## src/rtl/port_allocator.sv

```systemverilog
`default_nettype none
// ============================================================================
// Module      : port_allocator
// Description : Five-input wormhole output-port allocator. A round-robin
//               arbiter grants one input, holds it for the whole packet and
//               releases on the tail flit. A credit counter tracks the free
//               downstream slots and stalls transfers when none are left.
//               Optional idle-grant watchdog compiled in with the macro
//               ALLOC_TIMEOUT_EN.
// Revision    : 1.0 - initial release
// ============================================================================
module port_allocator #(
    parameter int CREDIT_DEPTH   = 4,
    parameter int TIMEOUT_CYCLES = 255
) (
    input  logic       clk,
    input  logic       rst,
    input  logic [4:0] req,
    input  logic [4:0] flit_valid,
    input  logic [4:0] flit_tail,
    input  logic       credit_in,
    output logic [4:0] grant,
    output logic [2:0] sel,
    output logic       fire,
    output logic [3:0] credit_cnt,
    output logic       timeout,
    output logic       credit_err
);

    localparam logic       c_ST_IDLE    = 1'b0;
    localparam logic       c_ST_HOLD    = 1'b1;
    localparam logic [3:0] c_CREDIT_MAX = 4'(CREDIT_DEPTH);

    // Out-of-range configurations stop elaboration.
    generate
        if (CREDIT_DEPTH < 1 || CREDIT_DEPTH > 15 ||
            TIMEOUT_CYCLES < 1 || TIMEOUT_CYCLES > 255) begin : g_param_check
            $error("port_allocator: parameter out of range");
        end
    endgenerate

    logic       r_state;
    logic [4:0] r_grant;
    logic [2:0] r_sel;
    logic [2:0] r_rr_ptr;
    logic [3:0] r_credit_cnt;
    logic       r_credit_err;

    logic       w_fire;
    logic       w_tail_fire;
    logic       w_wd_expire;
    logic       w_release;
    logic       w_pick_found;
    logic [2:0] w_pick_idx;
    logic [3:0] w_sum;
    logic [2:0] w_cand;
    logic [2:0] w_next_ptr;

    // A flit moves only when the granted input has one and a slot is free.
    assign w_fire      = (|(r_grant & flit_valid)) && (r_credit_cnt != 4'd0);
    // Tail is only honoured when it actually transfers (a stalled tail holds).
    assign w_tail_fire = w_fire && (|(r_grant & flit_tail));
    assign w_release   = (r_state == c_ST_HOLD) && (w_tail_fire || w_wd_expire);
    assign w_next_ptr  = (r_sel == 3'd4) ? 3'd0 : r_sel + 3'd1;

    // Round-robin search: first requesting input at or after rr_ptr, mod 5.
    always_comb begin
        w_pick_found = 1'b0;
        w_pick_idx   = 3'd0;
        w_sum        = 4'd0;
        w_cand       = 3'd0;
        for (int i = 0; i < 5; i++) begin
            w_sum  = {1'b0, r_rr_ptr} + 4'(i);
            w_cand = (w_sum >= 4'd5) ? 3'(w_sum - 4'd5) : w_sum[2:0];
            if (!w_pick_found && req[w_cand]) begin
                w_pick_found = 1'b1;
                w_pick_idx   = w_cand;
            end
        end
    end

    // Grant FSM: IDLE arbitrates, HOLD keeps the grant until tail or watchdog.
    always_ff @(posedge clk or posedge rst) begin
        if (rst) begin
            r_state  <= c_ST_IDLE;
            r_grant  <= 5'b00000;
            r_sel    <= 3'd0;
            r_rr_ptr <= 3'd0;
        end else begin
            case (r_state)
                c_ST_IDLE: begin
                    if (w_pick_found) begin
                        r_state <= c_ST_HOLD;
                        r_grant <= 5'b00001 << w_pick_idx;
                        r_sel   <= w_pick_idx;
                    end
                end
                default: begin
                    if (w_release) begin
                        r_state  <= c_ST_IDLE;
                        r_grant  <= 5'b00000;
                        r_sel    <= 3'd0;
                        r_rr_ptr <= w_next_ptr;
                    end
                end
            endcase
        end
    end

    // Credit counter: a transfer consumes a slot, credit_in returns one.
    always_ff @(posedge clk or posedge rst) begin
        if (rst) begin
            r_credit_cnt <= c_CREDIT_MAX;
            r_credit_err <= 1'b0;
        end else begin
            case ({w_fire, credit_in})
                2'b10: r_credit_cnt <= r_credit_cnt - 4'd1;
                2'b01: begin
                    // A return with every slot already free is a protocol error.
                    if (r_credit_cnt == c_CREDIT_MAX) begin
                        r_credit_err <= 1'b1;
                    end else begin
                        r_credit_cnt <= r_credit_cnt + 4'd1;
                    end
                end
                default: r_credit_cnt <= r_credit_cnt;
            endcase
        end
    end

`ifdef ALLOC_TIMEOUT_EN
    localparam logic [7:0] c_WD_LAST = 8'(TIMEOUT_CYCLES - 1);

    logic [7:0] r_wd_cnt;
    logic       r_timeout;

    // Expiry on the cycle that would bring the idle count to TIMEOUT_CYCLES.
    assign w_wd_expire = (r_state == c_ST_HOLD) && !w_fire && (r_wd_cnt == c_WD_LAST);

    // Watchdog counts idle HOLD cycles; zero outside HOLD so entry starts clean.
    always_ff @(posedge clk or posedge rst) begin
        if (rst) begin
            r_wd_cnt  <= 8'd0;
            r_timeout <= 1'b0;
        end else begin
            r_timeout <= w_wd_expire;
            if ((r_state != c_ST_HOLD) || w_fire || w_wd_expire) begin
                r_wd_cnt <= 8'd0;
            end else begin
                r_wd_cnt <= r_wd_cnt + 8'd1;
            end
        end
    end

    assign timeout = r_timeout;
`else
    assign w_wd_expire = 1'b0;
    assign timeout     = 1'b0;
`endif

    assign grant      = r_grant;
    assign sel        = r_sel;
    assign fire       = w_fire;
    assign credit_cnt = r_credit_cnt;
    assign credit_err = r_credit_err;

endmodule
`default_nettype wire
```

## config.mk

```make
export PLATFORM = sky130hd
export DESIGN_NAME = port_allocator
export DESIGN_NICKNAME = d
export VERILOG_FILES = /design/src/rtl/port_allocator.sv
export SDC_FILE = /design/constraint.sdc
export NUM_CORES = 1
export LEC_CHECK = 0
export BUFFER_PORTS_ARGS = -buffer_cell sky130_fd_sc_hd__buf_2
export CAP_MARGIN = 20
export CORE_AREA = 2 2 59 66
export DETAILED_ROUTE_END_ITERATION = 7
export DIE_AREA = 0 0 61 68
export PLACE_DENSITY = 0.82
export SETUP_SLACK_MARGIN = 0.02
export SLEW_MARGIN = 15
export SYNTH_ARGS = -nofsm -noshare
export SYNTH_HDL_FRONTEND = slang
export SYNTH_SLANG_ARGS = --single-unit
```

## constraint.sdc

```tcl
create_clock -name clk -period 10.2 [get_ports clk]
set_input_delay 2.04 -clock clk [delete_from_list [all_inputs] [get_ports clk]]
set_output_delay 2.04 -clock clk [all_outputs]
set_load 0.1 [all_outputs]
```

==> results.toml <==
[floorplan]
io_pins = 33
die-width_microns = 61
die_area_sq_mm = 0.00415
num_rows = 23
die_y_microns = 68
fp.coreArea_sq_mm = 0.00354
start_util_pct = 56.9

[setup_path]
cpLargestDelayFamily = "buffers and inverters"
cp-end-kind = "primary output"
critPathSlowestCell = "buf_2"
critical_path.max_fanout = 4
crit_top_cell = "buf_2"
critPathMaxStageDelay_ns = 0.49
arrival_ns = 2.99
crit_buf_inv = 2
worstPathCellList = "buf_2 -> a22oi_1 -> a21oi_1 -> buf_2"
cp.required_ns = 8.16
worstSetupStartpointType = "input port"
critical_path_class = "input port to primary output"

[layout]
num-nets-final = 288
diodes = 0
syn_to_final_growth_pct = 11.0
fillers = 308
layout-drive-gt1-share_pct = 25.1

[clocking]
clock_latency_ns = 0.26
cts_max_level = 1
cts_resized = 0
clk_path_buf_depth = 2
cts.sinks = 17
cts_tree = "done"
clockRootBuffer = "clkbuf_8"
postCtsSetupBuffers = 0
cts_buffers = 3
hold_buffers = 0
cts.clk_slew.worst_paths_ns = 0.07

[sta]
slew_headroom_pct = 52.9
worstMarginPinSlew_ns = 0.706
layout_min_cycle_time_ns = 5.03
post-route-period-util_pct = 49.3
fin_ws_ns = 5.17
final-setup-viol-count = 0
slew_violations = 0
setup_tns_ns = 0
clock_skew_ns = 0.00953
fmax_mhz = 199
rsz0062_at_grt = "no"
hold_viol = 0

[pwr]
clkPwrFrac_pct = 13.9
switching_share_pct = 53.0
power_frac_comb_pct = 60.2
switchingPower_mw = 0.202
power_density_mw_per_mm2 = 170
p_leak_nw = 1.04
power.internal_mw = 0.179
vdd_drop_max_uv = 308
p_seq_share_pct = 25.9

[placement]
hpwlAfterDp_microns = 3450
port_buffers = 31
gp_congestion = 0.903
dpl_worst_slack_ns = 5.18

[yosys]
yosys_most_used_dff = "dfrtp_1"
synth_top_area_cell = "dfrtp_1"
netlist_instances = 225
synth_common_cells = "nand2_1, a21oi_1, dfrtp_1"
yosys.area.top_type_share_pct = 19.9
ys_async_sr_fraction_pct = 100
synth-seq-cells = 17
syn_area_sq_mm = 0.00201
syn-num-nets = 257
synth_edf_count = 0
synth.most_common_cell = "nand2_1"
ys_seq_area_share_pct = 21.2
yosys_warnings = 0
syn_avg_cell_area_sq_um = 8.95
yosys-top-cells-area = "dfrtp_1, ha_1, a21oi_1"
synthDistinctLibCells = 76

[global_route]
grt_max_degree = 21
antenna_found_initial = 0
grt_pass1_vias = 1566
track_usage_pct = 22.9
grt-ovfl-total = 0
grt_pass1_wl_microns = 7240

[status]
outcome = "complete, no violations"

[route]
wl_per_cell_microns = 14.5
route.vias.total = 1817
route.detailed.drc = 0
first_pass_iters = 4
antenna_left = 0
vias_per_cell = 5.96
drtIter0Drc = 71
wl_microns = 4430

[worst_hold_path]
hold_class = "register to register"

[flow_run]
max_cap_violations = 0
==> cell type report <==
type | count | area [sq um] | area share (%)
clock buffers | 3 | 41.3 | 1.85
flip-flops and latches | 17 | 427 | 19.1
well taps | 50 | 62.6 | 2.80
multi-input cells | 188 | 1490 | 66.5
clock inverters | 1 | 7.51 | 0.336
inverters | 15 | 56.3 | 2.52
repair buffers | 31 | 155 | 6.94
==> power by group through the flow <==
stage / clock [mW] / combinational (mW) / sequential, mW
final: 0.0529 / 0.229 / 0.0987
after global routing: 0.0560 / 0.247 / 0.101
after CTS: 0.0546 / 0.229 / 0.0990
after detailed placement: 0 / 0.228 / 0.0999
after global placement: 0 / 0.226 / 0.0998
after floorplan: 0 / 0.116 / 0.175
==> metal layers <==
metal  part of all wire [%]  track usage, %
met1                     47            32.7
met2                     47            36.7
met3                    5.2            3.21
met4                   0.77            5.43
met5                      0               0
==> worst paths after layout <==
kind                                from             to  slack, ns  cells past startpoint
max in group asynchronous            rst       grant[1]       7.94                      2
setup / recovery           flit_valid[0]           fire       5.17                      4
hold / removal                credit_err     credit_err       0.48                      1
setup reg to reg             r_rr_ptr[0]         sel[1]       6.17                     11
hold reg to reg               credit_err     credit_err       0.48                      1
min in group asynchronous            rst  credit_cnt[3]       1.85                      2
==> layout by cell type, fill, tap and decap left out, drive strengths merged, types with 3 or more instances in the layout <==
cell / instances
buf: 31
nand2: 22
a21oi: 19
dfrtp: 16
inv: 15
nor2: 14
ha: 12
nand3: 9
xnor2: 8
nand2b: 7
a21o: 7
o21ai: 6
mux2i: 5
o211a: 4
nor4: 4
nor3b: 4
nor3: 4
mux2: 4
nor2b: 3
a31oi: 3
clkbuf: 3
o211ai: 3
==> state kept, by name, indices dropped and copies added (netlist names) <==
signal and count:
credit_cnt 4, credit_err 1, grant 5, r_rr_ptr 3, r_state 1, sel 3
==> logic make-up (layout without fill, tap and decap cells) <==
| kind of cell | count (synthesis) | in the layout | share of synthesized area [%] |
|---|---|---|---|
| and+or+nand+nor | 79 | 79 | 23.2 |
| DFF | 17 | 17 | 21.2 |
| AOI/OAI and AO/OA | 74 | 74 | 29.6 |
| muxes | 11 | 11 | 7.14 |
| other | 1 | 1 | 0.186 |
| buffers and inverters | 20 | 50 | 5.03 |
| xor gates and xnor gates | 9 | 9 | 4.29 |
| adders and majority gates | 14 | 14 | 9.44 |
==> metrics by stage <==
step / power [mW] / util (%) / cell area [sq um] / hold slack, ns / cells
2_1_floorplan: 0.291 / - / 2010 / 0.473 / 225
3_3_place_gp: 0.325 / 61.8 / 2190 / 0.460 / 301
3_5_place_dp: 0.328 / 61.8 / 2190 / 0.466 / 301
4_1_cts: 0.383 / 63.2 / 2240 / 0.488 / 305
5_1_grt: 0.404 / 63.2 / 2240 / 0.492 / 305
6_report: 0.381 / 63.2 / 2240 / 0.480 / 305
(Power assumes the default switching activity.)
